**src/rtl/rc4_keystream_engine.sv**
```systemverilog
// RC4 keystream engine: one sequencer drives the external 256x8 S-memory through
// S-box init, key scheduling and PRGA, then hands bytes out over valid/ready.
module rc4_keystream_engine #(
  parameter int KEY_BYTES = 3,
  parameter int MSG_LEN   = 32,
  parameter int RD_LAT    = 1
) (
  input  logic                   clk,
  input  logic                   reset,
  input  logic                   start,
  input  logic [8*KEY_BYTES-1:0] secret_key,
  output logic [7:0]             address,
  output logic [7:0]             data,
  output logic                   wren,
  output logic                   rden,
  input  logic [7:0]             q,
  output logic [7:0]             ks_byte,
  output logic                   ks_valid,
  input  logic                   ks_ready,
  output logic [7:0]             ks_index,
  output logic                   busy,
  output logic                   done
);

  typedef enum logic [4:0] {
    S_IDLE, S_INIT,
    S_K_RDI, S_K_WTI, S_K_RDJ, S_K_WTJ, S_K_WRI, S_K_WRJ,
    S_P_RDI, S_P_WTI, S_P_RDJ, S_P_WTJ, S_P_WRI, S_P_WRJ, S_P_RDT, S_P_WTT,
    S_OUT, S_DONE
  } state_t;

  state_t               r_state, w_next;
  logic [7:0]           r_i, r_j, r_k, r_ks, r_si, r_sj;
  logic [4:0]           r_ksel;
  logic [1:0]           r_wcnt;
  logic [8*KEY_BYTES-1:0] r_key;
  logic                 w_last_wait, w_accept, w_last_k;
  logic [7:0]           w_kbyte, w_i_inc;

  // r_ksel counts down so that key byte 0 (the MSB) is used first
  assign w_kbyte     = 8'(r_key >> {r_ksel, 3'b000});
  assign w_i_inc     = r_i + 8'd1;
  assign w_last_wait = (r_wcnt == 2'(RD_LAT - 1));
  assign w_accept    = start && (r_state == S_IDLE || r_state == S_DONE);
  assign w_last_k    = (r_k == 8'(MSG_LEN - 1));

  assign ks_byte  = r_ks;
  assign ks_index = r_k;
  assign busy     = (r_state != S_IDLE) && (r_state != S_DONE);
  assign done     = (r_state == S_DONE);

  always_ff @(posedge clk) begin
    if (reset) r_state <= S_IDLE;
    else       r_state <= w_next;
  end

  always_comb begin
    w_next   = r_state;
    address  = 8'd0;
    data     = 8'd0;
    wren     = 1'b0;
    rden     = 1'b0;
    ks_valid = 1'b0;
    case (r_state)
      S_IDLE, S_DONE: if (start) w_next = S_INIT;
      S_INIT: begin
        address = r_i;
        data    = r_i;
        wren    = 1'b1;
        if (r_i == 8'hFF) w_next = S_K_RDI;
      end
      S_K_RDI: begin rden = 1'b1; address = r_i; w_next = S_K_WTI; end
      S_K_WTI: if (w_last_wait) w_next = S_K_RDJ;
      S_K_RDJ: begin rden = 1'b1; address = r_j; w_next = S_K_WTJ; end
      S_K_WTJ: if (w_last_wait) w_next = S_K_WRI;
      S_K_WRI: begin wren = 1'b1; address = r_i; data = r_sj; w_next = S_K_WRJ; end
      S_K_WRJ: begin
        wren    = 1'b1;
        address = r_j;
        data    = r_si;
        w_next  = (r_i == 8'hFF) ? S_P_RDI : S_K_RDI;
      end
      S_P_RDI: begin rden = 1'b1; address = w_i_inc; w_next = S_P_WTI; end
      S_P_WTI: if (w_last_wait) w_next = S_P_RDJ;
      S_P_RDJ: begin rden = 1'b1; address = r_j; w_next = S_P_WTJ; end
      S_P_WTJ: if (w_last_wait) w_next = S_P_WRI;
      S_P_WRI: begin wren = 1'b1; address = r_i; data = r_sj; w_next = S_P_WRJ; end
      S_P_WRJ: begin wren = 1'b1; address = r_j; data = r_si; w_next = S_P_RDT; end
      S_P_RDT: begin rden = 1'b1; address = r_si + r_sj; w_next = S_P_WTT; end
      S_P_WTT: if (w_last_wait) w_next = S_OUT;
      S_OUT: begin
        ks_valid = 1'b1;
        if (ks_ready) w_next = w_last_k ? S_DONE : S_P_RDI;
      end
      default: w_next = S_IDLE;
    endcase
  end

  // Control counters and the keystream output register
  always_ff @(posedge clk) begin
    if (reset) begin
      r_i    <= 8'd0;
      r_j    <= 8'd0;
      r_k    <= 8'd0;
      r_ks   <= 8'd0;
      r_wcnt <= 2'd0;
      r_ksel <= 5'(KEY_BYTES - 1);
    end else begin
      case (r_state)
        S_IDLE, S_DONE: if (w_accept) begin
          r_i    <= 8'd0;
          r_j    <= 8'd0;
          r_k    <= 8'd0;
          r_wcnt <= 2'd0;
          r_ksel <= 5'(KEY_BYTES - 1);
        end
        S_INIT: begin
          r_i <= w_i_inc;
          if (r_i == 8'hFF) r_j <= 8'd0;
        end
        S_K_WTI, S_K_WTJ, S_P_WTI, S_P_WTJ, S_P_WTT: begin
          r_wcnt <= w_last_wait ? 2'd0 : r_wcnt + 2'd1;
          if (w_last_wait && r_state == S_K_WTI) r_j <= r_j + q + w_kbyte;
          if (w_last_wait && r_state == S_P_WTI) r_j <= r_j + q;
          if (w_last_wait && r_state == S_P_WTT) r_ks <= q;
        end
        S_K_WRJ: begin
          r_i    <= w_i_inc;
          r_ksel <= (r_ksel == 5'd0) ? 5'(KEY_BYTES - 1) : r_ksel - 5'd1;
          if (r_i == 8'hFF) r_j <= 8'd0;
        end
        S_P_RDI: r_i <= w_i_inc;
        S_OUT:   if (ks_ready && !w_last_k) r_k <= r_k + 8'd1;
        default: ;
      endcase
    end
  end

  // Datapath captures: key on accepted start, swap operands after each read wait
  always_ff @(posedge clk) begin
    if (w_accept) r_key <= secret_key;
    if (w_last_wait && (r_state == S_K_WTI || r_state == S_P_WTI)) r_si <= q;
    if (w_last_wait && (r_state == S_K_WTJ || r_state == S_P_WTJ)) r_sj <= q;
  end

endmodule

```
**config.mk**
```make
export PLATFORM = sky130hd
export DESIGN_NAME = rc4_keystream_engine
export DESIGN_NICKNAME = d
export VERILOG_FILES = /design/src/rtl/rc4_keystream_engine.sv
export SDC_FILE = /design/constraint.sdc
export NUM_CORES = 1
export LEC_CHECK = 0
export ABC_CLOCK_PERIOD_IN_PS = 3850
export BUFFER_PORTS_ARGS = -buffer_cell sky130_fd_sc_hd__buf_2
export CAP_MARGIN = 10
export CORE_MARGIN = 4
export CORE_UTILIZATION = 41
export CTS_BUF_LIST = sky130_fd_sc_hd__clkbuf_16
export CTS_CLUSTER_DIAMETER = 150
export DETAILED_ROUTE_END_ITERATION = 16
export PLACE_DENSITY = 0.65
export SLEW_MARGIN = 20
export SYNTH_ARGS = -nofsm -noshare
export SYNTH_HDL_FRONTEND = slang
export SYNTH_SLANG_ARGS = --single-unit
```
**constraint.sdc**
```tcl
create_clock -name clk -period 3.85 [get_ports clk]
set_input_delay 0.5775 -clock clk [delete_from_list [all_inputs] [get_ports clk]]
set_output_delay 0.5775 -clock clk [all_outputs]
set_load 0.005 [all_outputs]
```
Word level (Yosys, flattened, before mapping)
Cells that the tools add are included.
Storage, ports and cells
  output and inout bits: 37
  bits in registers: 84
  bits of input ports: 36
  logic and storage cells: 118
Cells by class
  mux-type cells: 30
  reduce and logical (&&, ||, !) cells: 38
  equal/unequal tests: 32
  add/subtract/negate cells: 7
  shift operators: 1
Operators by type and width (count)
  $pmux 5 s17: 1
  $mux 5: 11
  $pmux 8 s3: 2
  $eq 5x4->1 const B: 8
  $mux 8: 5
  $pmux 8 s2: 2
  $pmux 8 s4: 1
  $add 8x8->8: 3
  $shr 24x8->8: 1
  $eq 5x3->1 const B: 4
  $ne 2x2->1 const B: 10
  $add 8x1->8 const B: 2
  $reduce_or 5->1: 3
  $eq 5x2->1 const B: 2
  $eq 5x5->1 const B: 2
  $logic_not 5->1: 2
  $pmux 5 s2: 1
  $eq 8x5->1 const B: 1
  $eq 8x8->1 const B: 1
  $logic_and 1x1->1: 8
  $reduce_and 2->1: 4
  $reduce_and 8->1: 1
  $reduce_bool 2->1: 4
  $reduce_or 2->1: 4
  19 further kinds: 25

Longest topological paths before layout
Gate-level depths: netlist (run 1).
  depth in word-level cells: 5
  depth in mapped cells: 14
  mapped depth without buffers: 14

Worst setup path before layout (run 1)
No wires, ideal clock.
  path type: input port to flip-flop
  start point: in q[0]
  end point: reg r_j[7]
  setup slack: 451 ps
  path buffers: 0
  stages on the path: 14
  arrival: 3278 ps
  data required time: 3728 ps
  setup time: 122 ps
  cell sequence: ha_1 > fa_1 > a21o_1 > a21oi_1 > o21bai_1 > a21oi_1 > xnor2_1 > ha_1 > or3_1 > o22ai_1 > mux2i_1 > xnor2_1 > nor3b_1 > a221o_1
Between the ends
  cells in the longest elaborated chain, start to end: 5
Ends and longest elaborated chain
  start, declared: line 16  | input logic [7:0] q,
  $add 8x8->8 *: line 123, 124
  $add 8x8->8: line 123  | if (w_last_wait && r_state == S_K_WTI) r_j <= r_j + q + w_kbyte;
  $mux 8: line 123
  $mux 8 *: line 124  | if (w_last_wait && r_state == S_P_WTI) r_j <= r_j + q;
  $pmux 8 s3 *: line 109  | case (r_state)
  end signal, assigned: line 123
  end signal, assigned: line 124
  end, declared: line 33  | logic [7:0] r_i, r_j, r_k, r_ks, r_si, r_sj;
Every way passes the cells marked *; elsewhere a longest branch is shown, timed or not. The select of a mux whose other input is x is not followed.
A chain may end at the register's enable or synchronous reset.

Worst setup path after layout (run 1)
Ends and elaborated chain as after synthesis.

==> flow_summary.json, run 1 <==
{
  "status": "completed",
  "r2r_slack_ns": 0.50,
  "htreeDepth": 3,
  "fill_cells": 1075,
  "cts_made_buffers": 9,
  "hold_buffers": 0,
  "cts_sinks": 84,
  "ys_ff_latch": 84,
  "io_pins": 73,
  "holdWs_ns": 0.420,
  "endpoint_kind": "flip-flop",
  "grtUsageTotal": 0.162,
  "die_w_um": 118,
  "drtIter0Drc": 260,
  "reg2regPathDepth": 14,
  "critical_path_class": "primary input to flip-flop",
  "insertion_delay_ns": 0.33,
  "reg2reg_to": "r_j[7]",
  "holdCritStartpoint": "secret_key[15]",
  "hold_path.class": "primary input to flip-flop",
  "dr.pass1.iters": 5,
  "worst_slew_pin_slew_ns": 0.798,
  "hold_viol_final": 0,
  "async_flop_share": 0,
  "synthFlopType": "dfxtp_1",
  "die_area_sq_mm": 0.0139,
  "maxCapViolCount": 0,
  "finClkSkew_ns": 0.00911,
  "min_path_cells": 1,
  "port_buffers": 72,
  "multiInputGateArea_sq_mm": 0.00268,
  "nets": 652,
  "cts-root-buf": "clkbuf_16",
  "leakage_nw": 2.40,
  "path_clk_slew_ns": 0.06,
  "setup_violations": 0,
  "netlist_area_sq_mm": 0.00496,
  "design_area_sq_mm": 0.00568,
  "post-route-drc-count": 0,
  "finalCriticalPeriod_ns": 3.40,
  "grt_max_degree": 30,
  "fin_setup_tns_ns": 0,
  "ff_latch_area_sq_mm": 0.00208,
  "clock_path_buffers": 2,
  "syn_nets": 592,
  "place_hpwl_mm": 8.41,
  "cts_tree": "yes",
  "synth_area_per_cell_sq_um": 9.42,
  "fp-row-count": 39,
  "initial_core_util": 0.427,
  "wire_per_inst_um": 15.3,
  "synth_edf_count": 40,
  "fin_crit_sh": 0.883,
  "start_kind": "primary input",
  "grt_pass1_wl_mm": 18.6,
  "powerDensity_mw_per_mm2": 570,
  "relSlewSlack": 0.467,
  "syn2layout_area_growth_pct": 14.5,
  "fp.dieH_um": 118,
  "seq_area_frac_synth": 0.419,
  "postSynthCellCount": 527,
  "antenna_cells": 0,
  "gp_congestion": 0.908,
  "cts_resized": 0,
  "yosys_warnings": 0,
  "arrival_ns": 3.63,
  "fin_util": 0.489,
  "dr_total_vias": 3983,
  "dp.cells": 719,
  "regToRegStartpoint": "r_j[0]",
  "crit_fanout": 4,
  "grt_pass1_vias": 3822,
  "final-instance-count-excl-fill": 735,
  "post_cts_buffers": 0,
  "rsz0062_at_grt": "no",
  "layout-drive-gt1-share": 0.176,
  "synth.distinct_cells": 63,
  "core_region_area_sq_mm": 0.0116,
  "fmax_mhz": 294,
  "hold_end": "r_key[15]",
  "required_ns": 4.08,
  "grt_overflow": 0,
  "via_per_inst": 5.42,
  "max-vdd-ir-drop_mv": 0.269,
  "antenna_found_initial": 0,
  "wirelength_mm": 11.2,
  "place_area_sq_mm": 0.00539,
  "ant_nets": 0,
  "finalMaxSlewViolations": 0
}
==> registers in the layout, summed over array words and instances (netlist names) <==
signal,cells
r_ksel,5
r_state,5
r_si,8
r_key,24
ks_index,8
ks_byte,8
r_sj,8
r_j,8
r_i,8
r_wcnt,2
==> report_power, final <==
part	leakage (nW)	switching, mW	internal, mW
Sequential	0.727	0.0900	1.10
Clock	0.143	0.339	0.499
Combinational	1.53	0.724	0.483
==> layer usage <==
metal	global-route usage	vias up	share of wire
li1	-	2024	-
met1	0.216	1815	0.46
met2	0.262	131	0.46
met3	0.0298	13	0.063
met4	0.0623	0	0.016
met5	0	-	0
==> placed cells by master, fill, tap and decap left out, types with 3 or more instances in the layout <==
| master | count |
|---|---|
| o21ai_1 | 5 |
| xor2_1 | 15 |
| nor3_1 | 14 |
| nand3b_1 | 3 |
| nand2_1 | 46 |
| o21ai_0 | 15 |
| nand2b_1 | 7 |
| a21o_1 | 5 |
| mux2i_1 | 24 |
| nand3_1 | 15 |
| buf_2 | 72 |
| a22oi_1 | 15 |
| o2bb2ai_1 | 9 |
| dfxtp_1 | 44 |
| buf_4 | 3 |
| and2_1 | 3 |
| o211ai_1 | 4 |
| clkbuf_16 | 9 |
| inv_1 | 17 |
| fa_1 | 3 |
| nor2b_1 | 3 |
| or3_1 | 6 |
| o21bai_1 | 6 |
| a21oi_1 | 35 |
| and3_1 | 4 |
| nor2_1 | 72 |
| edfxtp_1 | 40 |
| xnor2_1 | 21 |
| a222oi_1 | 6 |
| ha_1 | 26 |
==> worst max-delay path: stages <==
cell,delay [ns]
buf_2,0.12
ha_1,0.22
fa_1,0.41
a21o_1,0.17
a21oi_1,0.21
o21bai_1,0.09
a21oi_1,0.17
xnor2_1,0.11
ha_1,0.22
or3_1,0.38
o22ai_1,0.20
mux2i_1,0.24
xnor2_1,0.16
nor3b_1,0.08
a221o_1,0.27
==> stage by stage <==
step / total power [mW] / worst slack [ns]
after floorplan: 2.15 / 0.451
after global placement: 2.38 / 0.163
after detailed placement: 2.41 / 0.106
after CTS: 3.27 / 0.463
after global routing: 3.46 / 0.266
final: 3.24 / 0.450
==> Yosys cell counts, types with 4 or more instances <==
cell type	instances	area share
a21o_1	5	0.0076
nor3_1	14	0.014
and3_1	4	0.0050
xor2_1	15	0.026
o2bb2ai_1	9	0.016
inv_1	17	0.013
nand3_1	15	0.015
a222oi_1	6	0.012
buf_1	5	0.0038
o21ai_0	15	0.015
dfxtp_1	44	0.18
nand2_1	46	0.035
a22oi_1	15	0.023
nor2_1	72	0.054
or3_1	6	0.0076
mux2i_1	24	0.048
o21bai_1	6	0.0091
buf_2	8	0.0081
o21ai_1	5	0.0050
edfxtp_1	40	0.24
o211ai_1	4	0.0060
xnor2_1	21	0.037
nand2b_1	7	0.0088
clkbuf_1	9	0.0068
a21oi_1	35	0.035
ha_1	26	0.066
==> worst max path at each step <==
stage             end  start  cells past startpoint  slack, ns
2_1_floorplan  r_j[7]   q[0]                     14       0.45
3_3_place_gp   r_j[7]   q[0]                     15       0.16
3_5_place_dp   r_j[7]   q[0]                     15       0.11
4_1_cts        r_j[7]   q[0]                     15       0.46
5_1_grt        r_j[7]   q[0]                     15       0.27
6_report       r_j[7]   q[0]                     15       0.45
==> area by class of cell <==
class / count / area share
clock buffer: 9 / 0.0396
clock inverter: 7 / 0.0117
inverter: 19 / 0.0125
multi-input combinational: 398 / 0.471
sequential: 84 / 0.366
tap: 143 / 0.0315
timing repair buffer: 75 / 0.0674
==> cell families after synthesis <==
logic type,count (synthesis),synth area share
flops,84,0.419
buf+inv,45,0.0413
compound gates,118,0.164
simple gates,191,0.186
mux,24,0.0484
xor+xnor,36,0.0635
fa+ha+maj,29,0.0776
No activity file was read; power rests on OpenSTA's default activity.
==> inputs of run 2 (changes only) <==
- ABC_CLOCK_PERIOD_IN_PS: 3850 -> 3100
- PLACE_DENSITY: 0.65 -> 0.67
- clock period: 3.85 -> 3.1 ns (I/O delays scaled with it)
==> run 2 against run 1 <==
Flip-flop and latch count unchanged. Clock skew is essentially flat. Utilization up 1.8 points. Clock power is 29% higher. Worst hold slack got worse by 0.13 ns. Combinational power is 31% higher. Sequential share of layout area decreased by 1.3 points. Final area rose by 3.6%. Critical path depth is 1 lower. Worst setup slack worse by 0.40 ns.
==> flow_summary.json, run 2 (synthesized netlist as in run 1, its figures left out) <==
{
  "reg2reg_to": "r_j[7]",
  "worst_slew_pin_slew_ns": 0.801,
  "grtUsageTotal": 0.168,
  "die_area_sq_mm": 0.0139,
  "finalMaxSlewViolations": 0,
  "status": "completed",
  "antenna_found_initial": 0,
  "cts_sinks": 84,
  "htreeDepth": 3,
  "start_kind": "flip-flop",
  "slowest_stage": "dfxtp_2",
  "initial_core_util": 0.427,
  "dp.cells": 738,
  "setup_violations": 0,
  "port_buffers": 72,
  "final-instance-count-excl-fill": 755,
  "grtUsageMet1": 0.223,
  "cts_tree": "yes",
  "endpoint_kind": "flip-flop",
  "core_region_area_sq_mm": 0.0116,
  "final_cell_mix": "buf_2 (72), nor2_1 (71), nand2_1 (46)",
  "pre_cts_ws_ns": -0.341,
  "use_met2": 0.268,
  "rsz0062_at_grt": "yes",
  "reg2regPathDepth": 14,
  "hold_viol_final": 0,
  "powerDensity_mw_per_mm2": 707,
  "fmax_mhz": 328,
  "fin_crit_sh": 0.983,
  "dr_total_vias": 4125,
  "regToRegStartpoint": "r_j[0]",
  "crit_fanout": 2,
  "wire_per_inst_um": 15.2,
  "layout-drive-gt1-share": 0.221,
  "grt_pass1_wl_mm": 19.4,
  "min_path_cells": 1,
  "r2r_slack_ns": 0.05,
  "antenna_cells": 0,
  "dr.pass1.iters": 8,
  "grt_busiest_layer": "met2",
  "total_power_mw": 4.16,
  "finClkSkew_ns": 0.00868,
  "leakage_nw": 2.51,
  "holdCritStartpoint": "secret_key[4]",
  "finalCriticalPeriod_ns": 3.05,
  "worstPathCellList": "ha_4, fa_2, a21o_1, a21oi_2, o21bai_1, a21oi_1, xnor2_1, ha_2, or3_4, o22ai_2, mux2i_1, xnor2_1, nor3b_1, a221o_1",
  "gp_congestion": 0.922,
  "clock_path_buffers": 2,
  "fin_setup_tns_ns": 0,
  "die_w_um": 118,
  "arrival_ns": 3.28,
  "max-vdd-ir-drop_mv": 0.333,
  "syn2layout_area_growth_pct": 18.6,
  "regMostFlops": "r_key",
  "via_per_inst": 5.46,
  "cp_common_cell": "xnor2_1",
  "grt_max_degree": 30,
  "cts_made_buffers": 9,
  "wirelength_mm": 11.5,
  "crit_family": "compound AO/OA/AOI/OAI gates",
  "relSlewSlack": 0.465,
  "place_area_sq_mm": 0.00556,
  "design_area_sq_mm": 0.00589,
  "maxCapViolCount": 0,
  "final_common_cell": "buf_2",
  "path_clk_slew_ns": 0.07,
  "cts-root-buf": "clkbuf_16",
  "worst-path-buf-inv": 0,
  "worst_slack_ns": 0.0535,
  "max_stage_delay_ns": 0.33,
  "insertion_delay_ns": 0.35,
  "fp.dieH_um": 118,
  "fp-row-count": 39,
  "drtIter0Drc": 193,
  "nets": 672,
  "critical_path_class": "flip-flop to flip-flop",
  "hold_path.class": "primary input to flip-flop",
  "place_hpwl_mm": 8.78,
  "grt_overflow": 0,
  "largest_reg_flops": 24,
  "required_ns": 3.33,
  "hold_end": "r_key[4]",
  "use_met3": 0.0365,
  "io_pins": 73,
  "post-route-drc-count": 0,
  "grt_pass1_vias": 3940,
  "ant_nets": 0
}
run 2: layout make-up:
class	instances	area [sq um]
Clock buffer	9	225
Clock inverter	7	76.3
Fill cell	1093	5720
Inverter	19	71.3
Multi-Input combinational cell	398	2720
Sequential cell	84	2080
Tap cell	143	179
Timing Repair Buffer	95	533
run 2: timing repair:
| action | in CTS | in global routing |
|---|---|---|
| gates cloned | 0 | 0 |
| setup buffers | 1 | 0 |
| resized for setup | 3 | 4 |
| setup endpoints to repair | 1 | 4 |
| hold buffers | 0 | 0 |
| pin swaps | 9 | 5 |
run 2: worst max path at each step:
stage / from / endpoint / cells past startpoint
finish: r_j[0] / r_j[7] / 14
global route: r_j[0] / r_j[7] / 14
CTS: r_j[0] / r_j[7] / 14
detailed placement: q[0] / r_j[7] / 15
global placement: q[0] / r_j[7] / 15
floorplan: q[0] / r_j[7] / 14
run 2: routing by layer:
metal | share of wire | vias to the layer above | wire length, um
met3 | 0.053 | 20 | 612
met5 | 0 | - | 0
met4 | 0.025 | 0 | 286
met2 | 0.46 | 114 | 5250
met1 | 0.47 | 1929 | 5350
li1 | - | 2062 | -
run 2: per-stage QoR:
stage,utilization,hold slack (ns)
floorplan,-,0.430
global placement,0.478,0.457
detailed placement,0.478,0.463
CTS,0.506,0.286
global route,0.507,0.278
finish,0.507,0.294
run 2: where the power goes:
part,leakage (nW),total [mW],internal [mW],switching (mW)
Clock,0.153,1.08,0.631,0.452
Combinational,1.63,1.58,0.676,0.902
Sequential,0.727,1.50,1.37,0.130
Total,2.51,4.16,2.68,1.48
==> inputs of run 3 (changes only) <==
- RECOVER_POWER: unset -> 100
==> run 3 against run 2 <==
Critical path depth stayed put. Worst hold slack worse by 0.00062 ns. Largest power group unchanged. Largest cell class unchanged. Count of clock-buffer cells in the layout stayed put.
==> flow_summary.json, run 3 (synthesized netlist as in run 1, its figures left out) <==
{
  "clock_path_buffers": 2,
  "ant_nets": 0,
  "top_layer": "met4",
  "wirelength_mm": 11.5,
  "grt_max_degree": 30,
  "worst_slack_ns": 0.0532,
  "antenna_cells": 0,
  "hold_path.class": "primary input to flip-flop",
  "die_w_um": 118,
  "rsz0062_at_grt": "yes",
  "cts_tree": "yes",
  "leakage_nw": 2.49,
  "regToRegStartpoint": "r_j[0]",
  "fmax_mhz": 328,
  "status": "completed",
  "drt-met1-wl_mm": 5.30,
  "finalMaxSlewViolations": 0,
  "finalCriticalPeriod_ns": 3.05,
  "fin_crit_sh": 0.983,
  "max-vdd-ir-drop_mv": 0.333,
  "io_pins": 73,
  "fill_cells": 1099,
  "holdWs_ns": 0.294,
  "hold_buffers": 0,
  "die_area_sq_mm": 0.0139,
  "endpoint_kind": "flip-flop",
  "r2r_slack_ns": 0.05,
  "fp-row-count": 39,
  "post-route-drc-count": 0,
  "dr_total_vias": 4135,
  "grt_pass1_vias": 3940,
  "place_hpwl_mm": 8.78,
  "reg2reg_to": "r_j[7]",
  "min_path_cells": 1,
  "setup_violations": 0,
  "path_clk_slew_ns": 0.07,
  "grt_overflow": 0,
  "cts_made_buffers": 9,
  "crit_fanout": 2,
  "dr.pass1.iters": 5,
  "wire_per_inst_um": 15.2,
  "largest_reg_flops": 24,
  "regMostFlops": "r_key",
  "start_kind": "flip-flop",
  "syn2layout_area_growth_pct": 18.3,
  "gp_congestion": 0.922,
  "nets": 672,
  "final_common_cell": "nor2_1",
  "cts_sinks": 84,
  "dp.cells": 738,
  "routed-wl-met3_um": 678,
  "fp.dieH_um": 118,
  "final-instance-count-excl-fill": 755,
  "hold_viol_final": 0,
  "met2_length_mm": 5.27,
  "final_cell_mix": "nor2_1 (71), buf_2 (66), nand2_1 (46)",
  "worst_slew_pin_slew_ns": 0.784,
  "core_region_area_sq_mm": 0.0116,
  "initial_core_util": 0.427,
  "finClkSkew_ns": 0.00844,
  "layout-drive-gt1-share": 0.208,
  "reg2regPathDepth": 14,
  "relSlewSlack": 0.477,
  "grt_pass1_wl_mm": 19.4,
  "hold_end": "r_key[4]",
  "required_ns": 3.33,
  "via_per_inst": 5.48,
  "drtIter0Drc": 202,
  "insertion_delay_ns": 0.35,
  "port_buffers": 72,
  "grtUsageTotal": 0.168,
  "maxCapViolCount": 0,
  "antenna_found_initial": 0,
  "htreeDepth": 3,
  "powerDensity_mw_per_mm2": 708,
  "holdCritStartpoint": "secret_key[4]",
  "critical_path_class": "flip-flop to flip-flop",
  "pre_cts_ws_ns": -0.341,
  "cts-root-buf": "clkbuf_16",
  "arrival_ns": 3.28
}
-- run 3: cell count changes in the layout (fill, tap and decap cells not counted), sizes merged --
| cell | before | now |
|---|---|---|
| clkbuf | 9 | 17 |
| buf | 95 | 87 |
-- run 3: per-layer routing --
metal  up-vias  track usage
met5         -            0
met3        18       0.0365
met1      1929        0.223
li1       2058            -
met2       130        0.268
met4         0       0.0645
-- run 3: where the power goes --
group	internal (mW)	switching [mW]	total [mW]
clock network	0.631	0.455	1.09
registers	1.37	0.130	1.50
logic	0.673	0.902	1.58
total	2.68	1.49	4.16
-- run 3: worst max path at each step --
stage,from,to,slack (ns),cells after the start
floorplan,q[0],r_j[7],-0.02,14
global placement,q[0],r_j[7],-0.26,15
detailed placement,q[0],r_j[7],-0.34,15
CTS,r_j[0],r_j[7],0.003,14
global route,r_j[0],r_j[7],-0.10,14
finish,r_j[0],r_j[7],0.05,14
-- run 3: area by class of cell --
class,instances,area [sq um],share of cell area
well taps,143,179,0.0305
flip-flops and latches,84,2080,0.355
clock buffers,9,225,0.0383
multi-input cells,398,2720,0.463
repair buffers,95,518,0.0882
clock inverters,7,76.3,0.0130
inverters,19,71.3,0.0121
-- run 3: repair_timing --
item	CTS	global route
buffers inserted	1	0
resized for setup	3	4
pin swaps	9	5
setup endpoints to repair	1	4
-- run 3: stage by stage --
step	area, sq um	total power, mW	utilization	TNS [ns]
detailed placement	5560	3.07	0.478	-0.341
finish	5880	4.16	0.506	0
global placement	5560	3.02	0.478	-0.258
CTS	5880	4.18	0.506	0
floorplan	4990	2.68	-	-0.0208
global route	5880	4.44	0.506	-0.103
-- run 3: worst max-delay path: stages, from the launching register on --
cell      delay [ns]
dfxtp_2         0.33
ha_4            0.16
fa_2            0.33
a21o_1          0.18
a21oi_2         0.14
o21bai_1        0.09
a21oi_1         0.15
xnor2_1         0.12
ha_2            0.20
or3_4           0.33
o22ai_2         0.16
mux2i_1         0.23
xnor2_1         0.17
nor3b_1         0.08
a221o_1         0.27
